<file path="config.mk">
export PLATFORM = sky130hd
export DESIGN_NAME = key_debounce
export DESIGN_NICKNAME = d
export VERILOG_FILES = /design/src/rtl/key_debounce.sv
export SDC_FILE = /design/constraint.sdc
export NUM_CORES = 1
export LEC_CHECK = 0
export ABC_CLOCK_PERIOD_IN_PS = 3000
export CAP_MARGIN = 15
export CELL_PAD_IN_SITES_DETAIL_PLACEMENT = 1
export CELL_PAD_IN_SITES_GLOBAL_PLACEMENT = 2
export CORE_ASPECT_RATIO = 0.6
export CORE_MARGIN = 1.5
export CORE_UTILIZATION = 39
export CTS_CLUSTER_SIZE = 8
export DETAILED_ROUTE_END_ITERATION = 12
export PLACE_DENSITY = 0.84
export SLEW_MARGIN = 20
export SYNTH_ARGS = -nofsm -noshare
export SYNTH_HDL_FRONTEND = slang
export SYNTH_SLANG_ARGS = --single-unit
</file>
<file path="constraint.sdc">
create_clock -name sys_clk -period 3 [get_ports sys_clk]
set_input_delay 0.6 -clock sys_clk [delete_from_list [all_inputs] [get_ports sys_clk]]
set_output_delay 0.6 -clock sys_clk [all_outputs]
set_load 0.01 [all_outputs]
</file>
<file path="src/rtl/key_debounce.sv">
`default_nettype none
// ============================================================================
//  Module      : key_debounce
//  Description : Push-button debouncer with press, release and long-press
//                pulses plus a debounced pressed level.
//  Revision    : 1.0 - initial release
// ============================================================================

module key_debounce #(
    parameter int CNT_MAX  = 999_999,
    parameter int LONG_MAX = 49_999_999
) (
    input  logic sys_clk,
    input  logic sys_rst_n,
    input  logic key_in,
    output logic key_flag,
    output logic release_flag,
    output logic long_flag,
    output logic key_pressed
);

    localparam logic [24:0] C_CNT_MAX  = 25'(CNT_MAX);
    localparam logic [25:0] C_LONG_MAX = 26'(LONG_MAX);

    localparam logic [1:0] S_IDLE      = 2'd0;
    localparam logic [1:0] S_FILTER_DN = 2'd1;
    localparam logic [1:0] S_DOWN      = 2'd2;
    localparam logic [1:0] S_FILTER_UP = 2'd3;

    logic        key_s1_q;
    logic        key_s2_q;
    logic [1:0]  state_q,        state_d;
    logic [24:0] cnt_q,          cnt_d;
    logic [25:0] hold_cnt_q,     hold_cnt_d;
    logic        long_done_q,    long_done_d;
    logic        key_pressed_q,  key_pressed_d;
    logic        key_flag_q,     key_flag_d;
    logic        release_flag_q, release_flag_d;
    logic        long_flag_q,    long_flag_d;

    always_ff @(posedge sys_clk or negedge sys_rst_n) begin
        if (!sys_rst_n) begin
            key_s1_q <= 1'b1;
            key_s2_q <= 1'b1;
        end else begin
            key_s1_q <= key_in;
            key_s2_q <= key_s1_q;
        end
    end

    always_comb begin
        state_d        = state_q;
        cnt_d          = cnt_q;
        hold_cnt_d     = hold_cnt_q;
        long_done_d    = long_done_q;
        key_pressed_d  = key_pressed_q;
        key_flag_d     = 1'b0;
        release_flag_d = 1'b0;
        long_flag_d    = 1'b0;

        case (state_q)
            S_IDLE: begin
                cnt_d       = '0;
                hold_cnt_d  = '0;
                long_done_d = 1'b0;
                if (!key_s2_q) begin
                    state_d = S_FILTER_DN;
                end
            end

            S_FILTER_DN: begin
                if (key_s2_q) begin
                    state_d = S_IDLE;
                    cnt_d   = '0;
                end else if (cnt_q == C_CNT_MAX) begin
                    state_d       = S_DOWN;
                    cnt_d         = '0;
                    key_pressed_d = 1'b1;
                    key_flag_d    = 1'b1;
                    hold_cnt_d    = '0;
                    long_done_d   = 1'b0;
                end else begin
                    cnt_d = cnt_q + 25'd1;
                end
            end

            S_DOWN: begin
                // long_done_q keeps the saturated counter from re-firing long_flag
                if (key_s2_q) begin
                    state_d = S_FILTER_UP;
                    cnt_d   = '0;
                end else if (hold_cnt_q != C_LONG_MAX) begin
                    hold_cnt_d = hold_cnt_q + 26'd1;
                end else if (!long_done_q) begin
                    long_flag_d = 1'b1;
                    long_done_d = 1'b1;
                end
            end

            S_FILTER_UP: begin
                if (!key_s2_q) begin
                    state_d = S_DOWN;
                    cnt_d   = '0;
                end else if (cnt_q == C_CNT_MAX) begin
                    state_d        = S_IDLE;
                    cnt_d          = '0;
                    key_pressed_d  = 1'b0;
                    release_flag_d = 1'b1;
                    hold_cnt_d     = '0;
                    long_done_d    = 1'b0;
                end else begin
                    cnt_d = cnt_q + 25'd1;
                end
            end

            default: begin
                state_d = S_IDLE;
                cnt_d   = '0;
            end
        endcase
    end

    always_ff @(posedge sys_clk or negedge sys_rst_n) begin
        if (!sys_rst_n) begin
            state_q        <= S_IDLE;
            cnt_q          <= '0;
            hold_cnt_q     <= '0;
            long_done_q    <= 1'b0;
            key_pressed_q  <= 1'b0;
            key_flag_q     <= 1'b0;
            release_flag_q <= 1'b0;
            long_flag_q    <= 1'b0;
        end else begin
            state_q        <= state_d;
            cnt_q          <= cnt_d;
            hold_cnt_q     <= hold_cnt_d;
            long_done_q    <= long_done_d;
            key_pressed_q  <= key_pressed_d;
            key_flag_q     <= key_flag_d;
            release_flag_q <= release_flag_d;
            long_flag_q    <= long_flag_d;
        end
    end

    assign key_flag     = key_flag_q;
    assign release_flag = release_flag_q;
    assign long_flag    = long_flag_q;
    assign key_pressed  = key_pressed_q;

endmodule

`default_nettype wire

</file>
---- Word level (Yosys, flattened, before mapping) ----
Index checks and enable logic that the tools add are counted.
storage, ports and cells
  input bits .............................. 3
  flip-flop bits (word level) ............. 60
  output and inout port bits .............. 4
cells by class
  multiplexer cells ....................... 38
  eq/ne operators ......................... 16
  add/sub/neg operators ................... 2
  reductions and logical operators ........ 6
operator list
  cell                     number
  $mux W26                 5
  $pmux W26 S4             1
  $mux W25                 4
  $pmux W25 S4             1
  $add A26 B1 Y26 const B  1
  $ne A26 B26 Y1 const B   1
  $add A25 B1 Y25 const B  1
  $eq A25 B20 Y1 const B   1
  $mux W1                  18
  $ne A2 B2 Y1 const B     9
  $mux W2                  6
  $reduce_and A4 Y1        3
  $pmux W2 S4              1
  $ne A3 B3 Y1 const B     2
  $reduce_and A5 Y1        1
  $eq A2 B2 Y1 const B     2
  $pmux W1 S4              1
  $eq A2 B1 Y1 const B     1
  $logic_not A2 Y1         1
  $pmux W1 S2              1
  $reduce_bool A2 Y1       1

---- Depth between registers and ports, before layout ----
  depth after elaboration ................. 4
  gate-level depth with buffers ........... 9
  mapped depth without buffers ............ 7

---- Least setup slack after synthesis ----
OpenSTA, ideal clock, no wires.
  kind .................................... reg2reg
  from .................................... register cnt_q[0]
  to ...................................... register hold_cnt_q[23]
  data arrival time ....................... 2187 ps
  library setup time ...................... 78 ps
  period minus slack after synthesis ...... 2265 ps
  stages on the path, launching flop included .. 9
  path slack .............................. 735 ps
  path through ............................ dfrtp_1 ha_1 and4_1 nand3_1 o41ai_4 nor3_2 buf_2 or4_1 a21oi_1
between the ends
  cells in the longest elaborated chain, start to end .. 4
  elaborated cells between the ends (all ways) .. 5
  classes of those cells .................. eq/ne: 1; mux: 4
ends and longest elaborated chain
  item                                line     RTL
  start, declared                     33       logic [24:0] cnt_q, cnt_d;
  start signal, assigned              135      cnt_q <= cnt_d;
  $eq A25 B20 Y1 *                    75, 104
  $mux W26 *                          -
  $mux W26, on equally long branches  -
  $pmux W26 S4 *                      -
  end signal, assigned                136      hold_cnt_q <= hold_cnt_d;
  end, declared                       34       logic [25:0] hold_cnt_q, hold_cnt_d;
Mark *: on every way between the ends. The rest lies on a longest branch, timed or not. The select of a mux whose other input is x is not followed.
A chain may end at the register's enable or synchronous reset.

---- Worst setup path in the final report ----
  from .................................... register cnt_q[0]
  to ...................................... register hold_cnt_q[25]
The elaborated chain is that of the path after synthesis.

==> metrics.cfg <==
[cells_and_area]
final_area_mm2=0.003691
nNetsFinal=367
n_antenna_cell=0
drive_gt1_share_pct=9.809
area_delta_synth_final_pct=16.10
fillCellCount=931
final_common_cell=dfrtp_1
layout_common_cells=dfrtp_1, o21ai_0, nand2_1

[worst_setup_path]
cpLargestDelayFamily=simple AND/OR/NAND/NOR gates
critPathCapture=hold_cnt_q[25]$_DFFE_PN0P_
rr_startpoint=cnt_q[0]$_DFFE_PN0N_
r2r-end=hold_cnt_q[25]$_DFFE_PN0P_
path_max_fanout=50
slowest_stage=or4_1
startpoint=cnt_q[0]$_DFFE_PN0N_
critPathKind=register to register
crit_arrival_ps=2890
cpPeakStageDelay_ps=520
cp-start-kind=register
crit_cells=8
reg2reg_depth=8
critPathRequiredTime_ps=3270
worstSetupEndpointType=register
cp.buffers_inverters=1
path_cells=ha_1, and4_1, nand3_1, nor3_1, nor3_4, buf_12, or4_1, a21oi_1
rrSetupSlack_ps=380

[sta]
slew_headroom_pct=50.07
setup_viol_count_final=0
fin_crit_sh_pct=87.26
worstMarginPinSlew_ps=748.1
fin_crit_ps=2618
grt_setup_unrepaired=no
fmax_mhz=382.0
fin_tns_setup_ps=0
hold_viol=0
slew_viol_final=0
skew_ps=6.793

[synthesis]
synth_nets=357
synth_top_area_share_pct=45.65
synth_seq_area_share_pct=47.30
syn_avg_cell_area_um2=9.032
synth_cells=352
ys_ff_latch=60
yosysWarnings=0
synth_area_leaders=dfrtp_1, o21ai_0, a21oi_1
yosysUniqueCellTypes=45
netlist_area_mm2=0.003179
yosysTopAreaCell=dfrtp_1
async_reset_ff_share_pct=100.0
synth_flop_cell=dfrtp_1
synth_edf_count=0

[route]
drc=0
drt_iter0_drc=157
detail_route.vias_per_cell=5.977
wl_um=8599
wl_per_cell_um=18.10
ant_nets=0
vias=2839
drt_pass1_iterations=4

[clock_tree]
cts_resized=0
root_buffer=clkbuf_16
cts-buffers-inserted=9
ctsLongestPathBuffers=2
clk_pin_slew_ps=50
hold_buffers=0
clkLatencyLatePin_ps=340
post_cts_buffers=0
cts_sinks=60
htree_levels=3
cts_tree=built

[floorplan]
die_y_um=72.94
die-area_mm2=0.008720
initial_core_util_pct=40.33
core.rowCount=25
io_pins=7
core-area_mm2=0.007883
fp.dieW_um=119.6

[global_route]
antenna_found_initial=0
grt_pass1_vias=2748
grt_overflow=0
grt_usage_pct=22.19
grt_pass1_wl_um=14530
grt_max_degree=51

[status]
status=finished, final reports clean

[power]
ir_worst_vdd_mv=0.2678
power.leakage_uw=0.001446
power_density_mw_per_mm2=516.2
p_total_uw=1905

[place]
dpl_cell_area_mm2=0.003403
dpl.hpwl_um=5813
portBuffers=6
routabilityCongestion=0.7474

[job]
maxCapViolCount=0

[min_path]
hold_path.class=input pin to async pin

==> state kept, by name, indices dropped and copies added (netlist names), named ones only <==
register and cells:
state_q 1, release_flag 1, long_done_q 1, key_flag 1, key_s1_q 1, hold_cnt_q 26
key_s2_q 1, cnt_q 25, long_flag 1, key_pressed 1
==> cell type report <==
class | count | area (um^2) | area share, %
clock inverter | 5 | 52.55 | 1.424
multi-input combinational | 269 | 1593 | 43.15
inverter | 7 | 26.28 | 0.7119
sequential | 60 | 1504 | 40.75
tap | 108 | 135.1 | 3.661
clock buffer | 11 | 232.7 | 6.305
timing repair buffer | 15 | 147.6 | 4.000
==> worst min path at each step <==
stage          slack [ps]                         to  depth (start not counted)                from
2_1_floorplan         300                  async pin                          0           sys_rst_n
3_3_place_gp          360         key_s2_q$_DFF_PN1_                          0  key_s1_q$_DFF_PN1_
3_5_place_dp          360         key_s2_q$_DFF_PN1_                          0  key_s1_q$_DFF_PN1_
4_1_cts               320  hold_cnt_q[1]$_DFFE_PN0P_                          1           sys_rst_n
5_1_grt               360  hold_cnt_q[1]$_DFFE_PN0P_                          1           sys_rst_n
6_report              310  hold_cnt_q[4]$_DFFE_PN0P_                          1           sys_rst_n
==> synthesized netlist by cell type (5+ instances only) <==
cell type  number
nor3_1          7
clkbuf_1       13
o31ai_1        10
nand3_1        19
nor2_1         16
dfrtp_1        58
nand4_1        14
inv_1           7
a21oi_1        29
or3_1          17
o21ai_0        51
or4_1           8
and3_1          8
and2_1          5
nand2_1        32
a31oi_1         5
==> per-stage QoR <==
stage          setup slack, ps  util (%)  hold WS, ps  std cells
6_report                 382.2     46.83        305.0        475
5_1_grt                  185.3     46.83        356.9        475
4_1_cts                  263.3     46.79        322.4        475
3_5_place_dp             236.4     43.17        355.8        459
3_3_place_gp             404.2     43.17        355.4        459
2_1_floorplan            735.5         -        304.4        352
==> per-layer routing <==
metal  global-route usage (%)  part of all wire, %  routed length (um)  vias up
met2                    29.89                   41                3492       31
met1                    33.32                   54                4624     1455
met4                    7.407                  1.4                 119        0
met3                    7.031                  4.2                 363        9
li1                         -                    -                   -     1344
met5                        0                    0                   0        -
==> where the power goes <==
part           total (uW)  switching (uW)  internal (uW)
combinational        74.9            54.6           20.4
sequential            821            6.63            815
clock                1010             371            638
total                1910             432           1470
==> cells by family after synthesis <==
| logic type | Yosys count | synth area share (%) |
|---|---|---|
| AO/OA/AOI/OAI | 114 | 20.98 |
| XOR/XNOR | 5 | 1.378 |
| adder cells (fa/ha/maj) | 2 | 0.7870 |
| buffers and inverters | 23 | 2.991 |
| flip-flops | 60 | 47.30 |
| AND/OR/NAND/NOR | 148 | 26.56 |
Power figures use the tool's default switching activity.
